===== config.mk =====
export PLATFORM = sky130hd
export DESIGN_NAME = mem_arbiter_flat
export DESIGN_NICKNAME = d
export VERILOG_FILES = /design/src/rtl/mem_arbiter_if.sv /design/src/rtl/mem_arbiter.sv /design/src/flat_wrapper.sv
export SDC_FILE = /design/constraint.sdc
export NUM_CORES = 1
export LEC_CHECK = 0
export CORE_ASPECT_RATIO = 0.7
export CORE_MARGIN = 2
export CORE_UTILIZATION = 41
export CTS_BUF_LIST = sky130_fd_sc_hd__clkbuf_4
export CTS_CLUSTER_DIAMETER = 120
export DETAILED_ROUTE_END_ITERATION = 10
export PLACE_DENSITY_LB_ADDON = 0.12
export SLEW_MARGIN = 20
export SYNTH_ARGS = -nofsm -noshare
export SYNTH_HDL_FRONTEND = slang
export SYNTH_SLANG_ARGS = --single-unit
export TNS_END_PERCENT = 5

===== constraint.sdc =====
create_clock -name clock -period 2 [get_ports clock]
set_input_delay 0.3 -clock clock [delete_from_list [all_inputs] [get_ports clock]]
set_output_delay 0.3 -clock clock [all_outputs]
set_load 0.05 [all_outputs]

===== src/rtl/mem_arbiter_if.sv =====
// rtl/mem_arbiter_if.sv - boot, fetch, data and memory-side signal bundle for mem_arbiter
interface mem_arbiter_if #(
  parameter int ADDR_W = 32,
  parameter int DATA_W = 32
);
  logic              boot_active;
  logic              boot_wr;
  logic [DATA_W-1:0] boot_data;
  logic              boot_done;
  logic              boot_ovf;
  logic              if_req;
  logic [ADDR_W-1:0] if_addr;
  logic [DATA_W-1:0] if_rdata;
  logic              if_ack;
  logic              dm_rd;
  logic              dm_wr;
  logic [ADDR_W-1:0] dm_addr;
  logic [DATA_W-1:0] dm_wdata;
  logic [DATA_W-1:0] dm_rdata;
  logic              dm_ack;
  logic              stall;
  logic              mem_cs;
  logic              mem_we;
  logic              mem_oe;
  logic [ADDR_W-1:0] mem_addr;
  logic [DATA_W-1:0] mem_wdata;
  logic [DATA_W-1:0] mem_rdata;

  modport slave (
    input  boot_active, boot_wr, boot_data, if_req, if_addr,
           dm_rd, dm_wr, dm_addr, dm_wdata, mem_rdata,
    output boot_done, boot_ovf, if_rdata, if_ack, dm_rdata, dm_ack,
           stall, mem_cs, mem_we, mem_oe, mem_addr, mem_wdata
  );

  modport master (
    output boot_active, boot_wr, boot_data, if_req, if_addr,
           dm_rd, dm_wr, dm_addr, dm_wdata, mem_rdata,
    input  boot_done, boot_ovf, if_rdata, if_ack, dm_rdata, dm_ack,
           stall, mem_cs, mem_we, mem_oe, mem_addr, mem_wdata
  );
endinterface


===== src/rtl/mem_arbiter.sv =====
// rtl/mem_arbiter.sv - boot/fetch/data sequencer for one shared single-port memory
module mem_arbiter #(
  parameter int ADDR_W      = 32,
  parameter int DATA_W      = 32,
  parameter int MEM_LATENCY = 1,
  parameter int BOOT_BASE   = 0,
  parameter int BOOT_WORDS  = 256
) (
  input  logic         clock,
  input  logic         reset,
  mem_arbiter_if.slave bus
);
  localparam int BC_W = $clog2(BOOT_WORDS + 1);
  localparam int LC_W = $clog2(MEM_LATENCY + 1);

  typedef enum logic [1:0] {S_BOOT = 2'd0, S_IDLE = 2'd1, S_ACCESS = 2'd2} state_t;

  state_t            state_q, state_d;
  logic [BC_W-1:0]   boot_cnt_q, boot_cnt_d;
  logic [LC_W-1:0]   lat_cnt_q, lat_cnt_d;
  logic              last_data_q, last_data_d;
  logic              sel_data_q, sel_data_d;
  logic              op_wr_q, op_wr_d;
  logic [ADDR_W-1:0] addr_q, addr_d;
  logic [DATA_W-1:0] wdata_q, wdata_d;
  logic              if_ack_q, if_ack_d;
  logic              dm_ack_q, dm_ack_d;
  logic [DATA_W-1:0] if_rdata_q, if_rdata_d;
  logic [DATA_W-1:0] dm_rdata_q, dm_rdata_d;
  logic              boot_done_q, boot_done_d;
  logic              boot_ovf_q, boot_ovf_d;

  logic              dm_req;
  logic              grant_data, grant_fetch;
  logic              mem_cs_c, mem_we_c, mem_oe_c;
  logic [ADDR_W-1:0] mem_addr_c;
  logic [DATA_W-1:0] mem_wdata_c;

  assign dm_req = bus.dm_rd | bus.dm_wr;

  always_comb begin
    state_d     = state_q;
    boot_cnt_d  = boot_cnt_q;
    lat_cnt_d   = lat_cnt_q;
    last_data_d = last_data_q;
    sel_data_d  = sel_data_q;
    op_wr_d     = op_wr_q;
    addr_d      = addr_q;
    wdata_d     = wdata_q;
    if_ack_d    = 1'b0;
    dm_ack_d    = 1'b0;
    if_rdata_d  = if_rdata_q;
    dm_rdata_d  = dm_rdata_q;
    boot_done_d = 1'b0;
    boot_ovf_d  = boot_ovf_q;
    grant_data  = 1'b0;
    grant_fetch = 1'b0;
    mem_cs_c    = 1'b1;
    mem_we_c    = 1'b0;
    mem_oe_c    = 1'b0;
    mem_addr_c  = '0;
    mem_wdata_c = '0;
    case (state_q)
      S_BOOT: begin
        if (!bus.boot_active) begin
          state_d     = S_IDLE;
          boot_done_d = 1'b1;
        end else if (bus.boot_wr) begin
          if (boot_cnt_q < BC_W'(BOOT_WORDS)) begin
            mem_cs_c    = 1'b0;
            mem_we_c    = 1'b1;
            mem_addr_c  = ADDR_W'(BOOT_BASE) + ADDR_W'(boot_cnt_q);
            mem_wdata_c = bus.boot_data;
            boot_cnt_d  = boot_cnt_q + 1'b1;
          end else begin
            boot_ovf_d  = 1'b1;
          end
        end
      end
      S_IDLE: begin
        // The ack cycle never grants: the acked master still holds its request here.
        if (!(if_ack_q | dm_ack_q)) begin
          grant_data  = dm_req & ~(bus.if_req & last_data_q);
          grant_fetch = bus.if_req & ~grant_data;
          if (grant_data | grant_fetch) begin
            state_d     = S_ACCESS;
            lat_cnt_d   = LC_W'(MEM_LATENCY);
            last_data_d = grant_data;
            sel_data_d  = grant_data;
            op_wr_d     = grant_data & bus.dm_wr;
            addr_d      = grant_data ? bus.dm_addr : bus.if_addr;
            wdata_d     = bus.dm_wdata;
          end
        end
      end
      S_ACCESS: begin
        mem_cs_c    = 1'b0;
        mem_we_c    = op_wr_q;
        mem_oe_c    = ~op_wr_q;
        mem_addr_c  = addr_q;
        mem_wdata_c = op_wr_q ? wdata_q : '0;
        if (lat_cnt_q == LC_W'(1)) begin
          state_d = S_IDLE;
          if (sel_data_q) begin
            dm_ack_d = 1'b1;
            if (!op_wr_q) dm_rdata_d = bus.mem_rdata;
          end else begin
            if_ack_d   = 1'b1;
            if_rdata_d = bus.mem_rdata;
          end
        end else begin
          lat_cnt_d = lat_cnt_q - 1'b1;
        end
      end
      default: state_d = S_BOOT;
    endcase
  end

  always_ff @(posedge clock) begin
    if (!reset) begin
      state_q     <= S_BOOT;
      boot_cnt_q  <= '0;
      lat_cnt_q   <= '0;
      last_data_q <= 1'b0;
      sel_data_q  <= 1'b0;
      op_wr_q     <= 1'b0;
      addr_q      <= '0;
      wdata_q     <= '0;
      if_ack_q    <= 1'b0;
      dm_ack_q    <= 1'b0;
      if_rdata_q  <= '0;
      dm_rdata_q  <= '0;
      boot_done_q <= 1'b0;
      boot_ovf_q  <= 1'b0;
    end else begin
      state_q     <= state_d;
      boot_cnt_q  <= boot_cnt_d;
      lat_cnt_q   <= lat_cnt_d;
      last_data_q <= last_data_d;
      sel_data_q  <= sel_data_d;
      op_wr_q     <= op_wr_d;
      addr_q      <= addr_d;
      wdata_q     <= wdata_d;
      if_ack_q    <= if_ack_d;
      dm_ack_q    <= dm_ack_d;
      if_rdata_q  <= if_rdata_d;
      dm_rdata_q  <= dm_rdata_d;
      boot_done_q <= boot_done_d;
      boot_ovf_q  <= boot_ovf_d;
    end
  end

  assign bus.mem_cs    = mem_cs_c;
  assign bus.mem_we    = mem_we_c;
  assign bus.mem_oe    = mem_oe_c;
  assign bus.mem_addr  = mem_addr_c;
  assign bus.mem_wdata = mem_wdata_c;
  assign bus.if_ack    = if_ack_q;
  assign bus.dm_ack    = dm_ack_q;
  assign bus.if_rdata  = if_rdata_q;
  assign bus.dm_rdata  = dm_rdata_q;
  assign bus.boot_done = boot_done_q;
  assign bus.boot_ovf  = boot_ovf_q;
  assign bus.stall     = (state_q == S_BOOT) | (bus.if_req & ~if_ack_q) | (dm_req & ~dm_ack_q);
endmodule


===== src/flat_wrapper.sv =====
// flat-port wrapper written by rule: the top's interface ports become plain ports
module mem_arbiter_flat 
#(
  parameter int ADDR_W      = 32,
  parameter int DATA_W      = 32,
  parameter int MEM_LATENCY = 1,
  parameter int BOOT_BASE   = 0,
  parameter int BOOT_WORDS  = 256
)
  (clock, reset, bus_boot_active, bus_boot_wr, bus_boot_data, bus_if_req, bus_if_addr, bus_dm_rd, bus_dm_wr, bus_dm_addr, bus_dm_wdata, bus_mem_rdata, bus_boot_done, bus_boot_ovf, bus_if_rdata, bus_if_ack, bus_dm_rdata, bus_dm_ack, bus_stall, bus_mem_cs, bus_mem_we, bus_mem_oe, bus_mem_addr, bus_mem_wdata);
  mem_arbiter_if #(.ADDR_W(ADDR_W), .DATA_W(DATA_W)) bus_i ();
  input  logic clock;
  input  logic reset;
  input wire logic [$bits(bus_i.boot_active)-1:0] bus_boot_active;
  input wire logic [$bits(bus_i.boot_wr)-1:0] bus_boot_wr;
  input wire logic [$bits(bus_i.boot_data)-1:0] bus_boot_data;
  input wire logic [$bits(bus_i.if_req)-1:0] bus_if_req;
  input wire logic [$bits(bus_i.if_addr)-1:0] bus_if_addr;
  input wire logic [$bits(bus_i.dm_rd)-1:0] bus_dm_rd;
  input wire logic [$bits(bus_i.dm_wr)-1:0] bus_dm_wr;
  input wire logic [$bits(bus_i.dm_addr)-1:0] bus_dm_addr;
  input wire logic [$bits(bus_i.dm_wdata)-1:0] bus_dm_wdata;
  input wire logic [$bits(bus_i.mem_rdata)-1:0] bus_mem_rdata;
  output wire logic [$bits(bus_i.boot_done)-1:0] bus_boot_done;
  output wire logic [$bits(bus_i.boot_ovf)-1:0] bus_boot_ovf;
  output wire logic [$bits(bus_i.if_rdata)-1:0] bus_if_rdata;
  output wire logic [$bits(bus_i.if_ack)-1:0] bus_if_ack;
  output wire logic [$bits(bus_i.dm_rdata)-1:0] bus_dm_rdata;
  output wire logic [$bits(bus_i.dm_ack)-1:0] bus_dm_ack;
  output wire logic [$bits(bus_i.stall)-1:0] bus_stall;
  output wire logic [$bits(bus_i.mem_cs)-1:0] bus_mem_cs;
  output wire logic [$bits(bus_i.mem_we)-1:0] bus_mem_we;
  output wire logic [$bits(bus_i.mem_oe)-1:0] bus_mem_oe;
  output wire logic [$bits(bus_i.mem_addr)-1:0] bus_mem_addr;
  output wire logic [$bits(bus_i.mem_wdata)-1:0] bus_mem_wdata;
  assign bus_i.boot_active = bus_boot_active;
  assign bus_i.boot_wr = bus_boot_wr;
  assign bus_i.boot_data = bus_boot_data;
  assign bus_i.if_req = bus_if_req;
  assign bus_i.if_addr = bus_if_addr;
  assign bus_i.dm_rd = bus_dm_rd;
  assign bus_i.dm_wr = bus_dm_wr;
  assign bus_i.dm_addr = bus_dm_addr;
  assign bus_i.dm_wdata = bus_dm_wdata;
  assign bus_i.mem_rdata = bus_mem_rdata;
  assign bus_boot_done = bus_i.boot_done;
  assign bus_boot_ovf = bus_i.boot_ovf;
  assign bus_if_rdata = bus_i.if_rdata;
  assign bus_if_ack = bus_i.if_ack;
  assign bus_dm_rdata = bus_i.dm_rdata;
  assign bus_dm_ack = bus_i.dm_ack;
  assign bus_stall = bus_i.stall;
  assign bus_mem_cs = bus_i.mem_cs;
  assign bus_mem_we = bus_i.mem_we;
  assign bus_mem_oe = bus_i.mem_oe;
  assign bus_mem_addr = bus_i.mem_addr;
  assign bus_mem_wdata = bus_i.mem_wdata;
  mem_arbiter #(.ADDR_W(ADDR_W), .DATA_W(DATA_W), .MEM_LATENCY(MEM_LATENCY), .BOOT_BASE(BOOT_BASE), .BOOT_WORDS(BOOT_WORDS)) u_core (.clock(clock), .reset(reset), .bus(bus_i));
endmodule

==> impl_metrics.ini, run 1 <==
[min_path]
worstHoldStart = bus_dm_addr[8]
min_to = u_core.addr_q[8]
min_path_type = input port to flop
min_path_cells = 3

[setup_path]
cp.arrival_ps = 2020
required_ps = 1700
critPathCaptureType = primary output
reg2reg_to = u_core.addr_q[30]
reg2reg_slack_ps = 140
rr_startpoint = u_core.state_q[0]
r2r_cells = 7
cp_max_fo = 8
worst-setup-path-type = flop to primary output
crit_start = u_core.state_q[1]
start_kind = flop

[timing]
period_needed_ps = 2320
maxSlewViolCount = 0
finalSetupViolations = 64
slew_headroom = 0.623
hold_viol = 0
worst_pin_slew_ps = 567
fin_skew_ps = 22.3
rsz0062_at_grt = yes
finalWorstSetupSlack_ps = -324
fmaxAchievable_mhz = 430
post-route-period-util = 1.16

[drt]
dr.pass1.iters = 4
wl_per_cell_um = 17.9
vias = 6521
wirelength_um = 22600
drt_iter0_markers = 359
via_per_inst = 5.17
route.detailed.drc = 0
antenna_left = 0

[global_routing]
grt_max_degree = 74
grt_pass1_vias = 6267
grt_pass1_wl_um = 34200
gr-total-overflow = 0
antenna_found_initial = 0
grt_usage = 0.277

[synth]
syn_area_per_cell_um2 = 7.83
ys_async_sr_fraction = 0
synth_mux_area_frac = 0.00166
netlist_instances = 768
synthAdderAreaFrac = 0.00832
synth_nets = 939
yosys_warnings = 0
yosys.area_share.xor_xnor = 0.0102
yosysSeqAreaShare = 0.486
synth-edff-count = 0
post_synth_num_cell_types = 36
synth_top_family_by_area = compound AO/OA/AOI/OAI gates
yosys.area_share.simple = 0.204
synth-main-ff-cell = dfxtp_1
ys_ff_latch = 146
synth_compound_area_frac = 0.240
syn-cell-area_mm2 = 0.00602

[power]
peakVddDrop_mv = 0.516
p_leak_nw = 4.34
power_frac_comb = 0.434
p_per_area_mw_per_mm2 = 951
p_sw_w = 0.00390
swShare = 0.386
seqPwrFrac = 0.365
power.internal_w = 0.00620
p_clk_frac = 0.202

[cells_and_area]
areaGrowthSynthToFinish_pct = 76.4
stdcell_count = 1262
drive_gt1_frac = 0.183
diodes = 0
fillers = 1064
fin_nets = 1231

[die]
rows = 36
start_util = 0.425
die_h_um = 105
num_io_pins = 303
core_area_mm2 = 0.0141
die_area_mm2 = 0.0157
die_w_um = 149

[clocking]
clkSinkCount = 146
cts_buffers = 17
clk_pin_slew_ps = 140
clockBufferDepth = 2
cts_hold_buf = 0
cts_root_buf = clkbuf_4
worstSkewPairLatency_ps = 530
cts_tree = built
htreeDepth = 4

[run_status]
violations = setup timing
status = finished, violations left

[flow_run]
cap_violations = 0

[placed_design]
place_inst = 1219
io_buffer_count = 302
dp_hpwl_um = 15300
gp_congestion = 0.823
dpl_worst_slack_ps = -2.72
==> registers in the layout, summed over array words and instances, names as in the netlist, 2 cells and up <==
name	cells
u_core.addr_q	32
u_core.bus.dm_rdata	32
u_core.bus.if_rdata	32
u_core.wdata_q	32
u_core.boot_cnt_q	9
u_core.state_q	2
==> worst max-delay path, cell delays in order (launching register included) <==
cell and delay [ps]:
dfxtp_2 350, buf_6 120, ha_4 160, and2_4 200, bufbuf_16 290, a22o_1 220, buf_12 160
==> layout by cell type (no fill, tap or decap), types with 2 or more instances in the layout <==
master / count
nand2_1: 230
clkdlybuf4s50_1: 166
a21oi_1: 155
dfxtp_1: 144
buf_12: 78
dlygate4sd2_1: 66
o21ai_0: 32
a22o_1: 31
and2_4: 23
clkbuf_4: 17
buf_4: 17
nor2_1: 15
a21oi_2: 12
a22o_4: 9
xor2_1: 6
inv_6: 5
and2_1: 4
buf_6: 4
or2_4: 3
inv_1: 3
nand3_1: 3
nand4_1: 3
bufinv_16: 3
clkinvlp_4: 3
inv_4: 2
nor2_2: 2
nor3_1: 2
a211oi_1: 2
and3_1: 2
ha_1: 2
ha_4: 2
clkinv_4: 2
buf_16: 2
bufbuf_16: 2
dfxtp_2: 2
==> stage by stage <==
stage / hold slack [ps] / area (µm²) / utilization / power [W] / setup TNS (ps)
floorplan: 377 / 6020 / - / 0.00594 / -33.9
global placement: 441 / 9970 / 0.705 / 0.00771 / 0
detailed placement: 445 / 9970 / 0.705 / 0.00777 / -3.43
CTS: 253 / 10500 / 0.743 / 0.0100 / -13420
global route: 254 / 10600 / 0.751 / 0.0106 / -18260
finish: 290 / 10600 / 0.751 / 0.0101 / -13090
==> metal layers <==
layer	global-route usage	up-vias	part of all wire
met3	0.0740	54	0.076
met1	0.332	3081	0.40
met5	0	-	0
met4	0.133	0	0.036
li1	-	3173	-
met2	0.464	213	0.49
==> power by group through the flow <==
| stage | Combinational [W] | Clock [W] | Sequential, W |
|---|---|---|---|
| 2_1_floorplan | 0.00212 | 0 | 0.00382 |
| 3_3_place_gp | 0.00401 | 0 | 0.00370 |
| 3_5_place_dp | 0.00406 | 0 | 0.00371 |
| 4_1_cts | 0.00430 | 0.00207 | 0.00366 |
| 5_1_grt | 0.00468 | 0.00221 | 0.00373 |
| 6_report | 0.00438 | 0.00204 | 0.00368 |
==> final cells by class <==
class,count,area (µm²),share of cell area
Timing Repair Buffer,336,4120,0.388
Multi-Input combinational cell,552,3000,0.282
Sequential cell,146,2930,0.276
Tap cell,190,238,0.0224
Clock inverter,14,178,0.0167
Clock buffer,17,128,0.0120
Inverter,7,32.5,0.00306
==> cells in the mapped netlist, drive strengths merged (4+ instances only) <==
| cell type | instances | area [µm²] |
|---|---|---|
| dfxtp | 146 | 2920 |
| buf | 23 | 121 |
| inv | 6 | 22.5 |
| a22o | 40 | 350 |
| and2 | 27 | 169 |
| a21oi | 167 | 873 |
| xor2 | 6 | 52.6 |
| nand2 | 230 | 863 |
| clkbuf | 40 | 150 |
| ha | 4 | 50.1 |
| o21ai | 32 | 160 |
| nor2 | 17 | 63.8 |
==> cell families (layout without fill, tap and decap cells) <==
family / after synthesis / count (layout)
xor+xnor: 7 / 7
compound gates: 247 / 247
mux: 1 / 1
flops: 146 / 146
fa+ha+maj: 4 / 4
simple gates: 293 / 293
buf+inv: 70 / 374
==> repair_timing <==
action / in CTS / in global routing
resized for setup: 112 / 11
gates cloned: 4 / 1
endpoints found under the setup margin: 132 / 66
buffers inserted: 3 / 4
pin swaps: 21 / 25
==> how the worst max path moves through the flow <==
stage                              to  slack (ps)
finish              bus_mem_wdata[12]        -320
CTS                   bus_mem_addr[3]        -340
detailed placement   bus_mem_wdata[9]          -3
floorplan           bus_mem_wdata[30]         -10
global placement     bus_mem_wdata[8]          30
global route        bus_mem_wdata[12]        -400
(Power assumes the default switching activity.)
==> run 2: changes to the inputs <==
==> constraint.sdc (replaced) <==
create_clock -name clock -period 2 [get_ports clock]
set_input_delay 0.5 -clock clock [delete_from_list [all_inputs] [get_ports clock]]
set_output_delay 0.5 -clock clock [all_outputs]
set_load 0.05 [all_outputs]
==> run 2 against run 1 <==
Against the previous run:
- power is 2.6% higher
- clock skew is 4.6 ps higher
- sequential share of layout area is 0.25 points lower
- largest cell class unchanged
- critical path depth stayed put
- global-route usage is 0.47 points lower
- highest routed layer unchanged
- the run still ends with setup timing left
- sequential power hardly changed
==> impl_metrics.ini, run 2 (synthesis results as in run 1) <==
[drt]
wl_per_cell_um = 17.8
drt_iter0_markers = 337
antenna_left = 0
vias = 6574
route.detailed.drc = 0
via_per_inst = 5.18
dr.pass1.iters = 5
wirelength_um = 22600

[setup_path]
worst-setup-path-type = flop to primary output
cp.arrival_ps = 2010
worstSetupEndpoint = bus_mem_we
critPathCaptureType = primary output
crit_start = u_core.state_q[1]
r2r_cells = 8
cp_max_fo = 17
reg2reg_slack_ps = 190
required_ps = 1500
start_kind = flop
rr_startpoint = u_core.state_q[0]
reg2reg_to = u_core.addr_q[9]

[clocking]
worstSkewPairLatency_ps = 540
clkSinkCount = 146
cts_root_buf = clkbuf_4
htreeDepth = 4
clockBufferDepth = 2
cts_buffers = 17
cts_tree = built
clk_pin_slew_ps = 130

[cells_and_area]
fin_nets = 1237
drive_gt1_frac = 0.223
areaGrowthSynthToFinish_pct = 78.1
layout_common_cells = nand2_1, clkdlybuf4s50_1, a21oi_1
fin_area_mm2 = 0.0107
layout_commonest_cell = nand2_1

[power]
p_leak_nw = 4.27
seqPwrFrac = 0.356
p_clk_frac = 0.207
p_per_area_mw_per_mm2 = 967
p_sw_w = 0.00393
peakVddDrop_mv = 0.489
power_frac_comb = 0.437
power_w = 0.0104
power.internal_w = 0.00643
swShare = 0.379

[global_routing]
grt_use_met3 = 0.0870
grtUsageMet1 = 0.316
busiest_layer = met2
met2_usage = 0.466
grt_max_degree = 35
gr-total-overflow = 0
grt_usage = 0.273
grt_pass1_wl_um = 33600
grt_pass1_vias = 6225
antenna_found_initial = 1

[placed_design]
io_buffer_count = 302
gp_congestion = 0.836
dpl_worst_slack_ps = -438
dp_hpwl_um = 15500
placed_cell_area_mm2 = 0.0100

[die]
die_h_um = 105
num_io_pins = 303
core_area_mm2 = 0.0141
rows = 36
start_util = 0.425
die_w_um = 149
die_area_mm2 = 0.0157

[min_path]
min_path_type = flop to flop

[timing]
fmaxAchievable_mhz = 398
period_needed_ps = 2510
rsz0062_at_grt = yes
worst_pin_slew_ps = 517
post-route-period-util = 1.26
hold_viol = 0
maxSlewViolCount = 0
fin_skew_ps = 26.9
finalWorstSetupSlack_ps = -515
slew_headroom = 0.657
finalSetupViolations = 68

[run_status]
violations = setup timing
status = finished, violations left

[flow_run]
cap_violations = 0
==> run 2: cell types whose count changed in the layout (fill, tap and decap cells not counted), moves of 14 or more <==
cell             previous run  this run
buf_4                      17        62
a22o_1                     31        15
clkdlybuf4s15_1             0        14
dlygate4sd2_1              66         9
and2_1                      4        26
a22o_4                      9        25
and2_4                     23         1
==> run 2: metal layers <==
metal / part of all wire / wire [µm]
met2: 0.50 / 11200
met3: 0.088 / 1990
met5: 0 / 0
met1: 0.39 / 8770
met4: 0.029 / 663
==> run 2: worst max-delay path, cell delays in order, from the launching register on <==
cell,delay [ps]
dfxtp_2,350
buf_4,130
ha_2,180
and2_4,190
buf_12,160
or2_2,310
buf_12,160
==> run 2: worst min-delay path by stage <==
stage | startpoint | to | slack [ps] | cells after the start
after floorplan | u_core.wdata_q[30] | u_core.wdata_q[30] | 440 | 2
after global placement | u_core.bus.if_rdata[27] | u_core.bus.if_rdata[27] | 440 | 2
after detailed placement | u_core.wdata_q[20] | u_core.wdata_q[20] | 450 | 2
after CTS | bus_dm_addr[10] | u_core.addr_q[10] | 430 | 3
after global routing | bus_dm_addr[13] | u_core.addr_q[13] | 440 | 3
final | u_core.bus.if_rdata[31] | u_core.bus.if_rdata[31] | 460 | 2
==> run 2: timing repair <==
| item | CTS | global route |
|---|---|---|
| buffers inserted | 4 | 2 |
| pin swaps | 4 | 30 |
| cloned | 2 | 1 |
| hold buffers | 0 | 0 |
| setup endpoints to repair | 107 | 155 |
| gates resized for setup | 44 | 54 |
==> run 2: cell type report <==
class	instances	area, µm²
tap	190	238
antenna	1	2.50
clock buffer	17	128
timing repair buffer	342	4100
fill	1052	3430
clock inverter	14	204
sequential	146	2930
multi-input combinational	552	3080
inverter	7	32.5
==> run 2: power by group through the flow <==
stage | combinational, W | sequential [W] | clock, W
2_1_floorplan | 0.00213 | 0.00382 | 0
5_1_grt | 0.00482 | 0.00373 | 0.00233
3_5_place_dp | 0.00418 | 0.00370 | 0
3_3_place_gp | 0.00413 | 0.00369 | 0
4_1_cts | 0.00437 | 0.00365 | 0.00220
6_report | 0.00453 | 0.00369 | 0.00215
==> run 2: per-stage QoR <==
stage / hold WS (ps) / TNS (ps) / utilization / cells
5_1_grt: 439 / -34570 / 0.758 / 1269
6_report: 462 / -27510 / 0.758 / 1269
4_1_cts: 430 / -32470 / 0.740 / 1267
3_5_place_dp: 446 / -20920 / 0.707 / 1230
2_1_floorplan: 436 / -7730 / - / 768
3_3_place_gp: 442 / -20260 / 0.707 / 1230
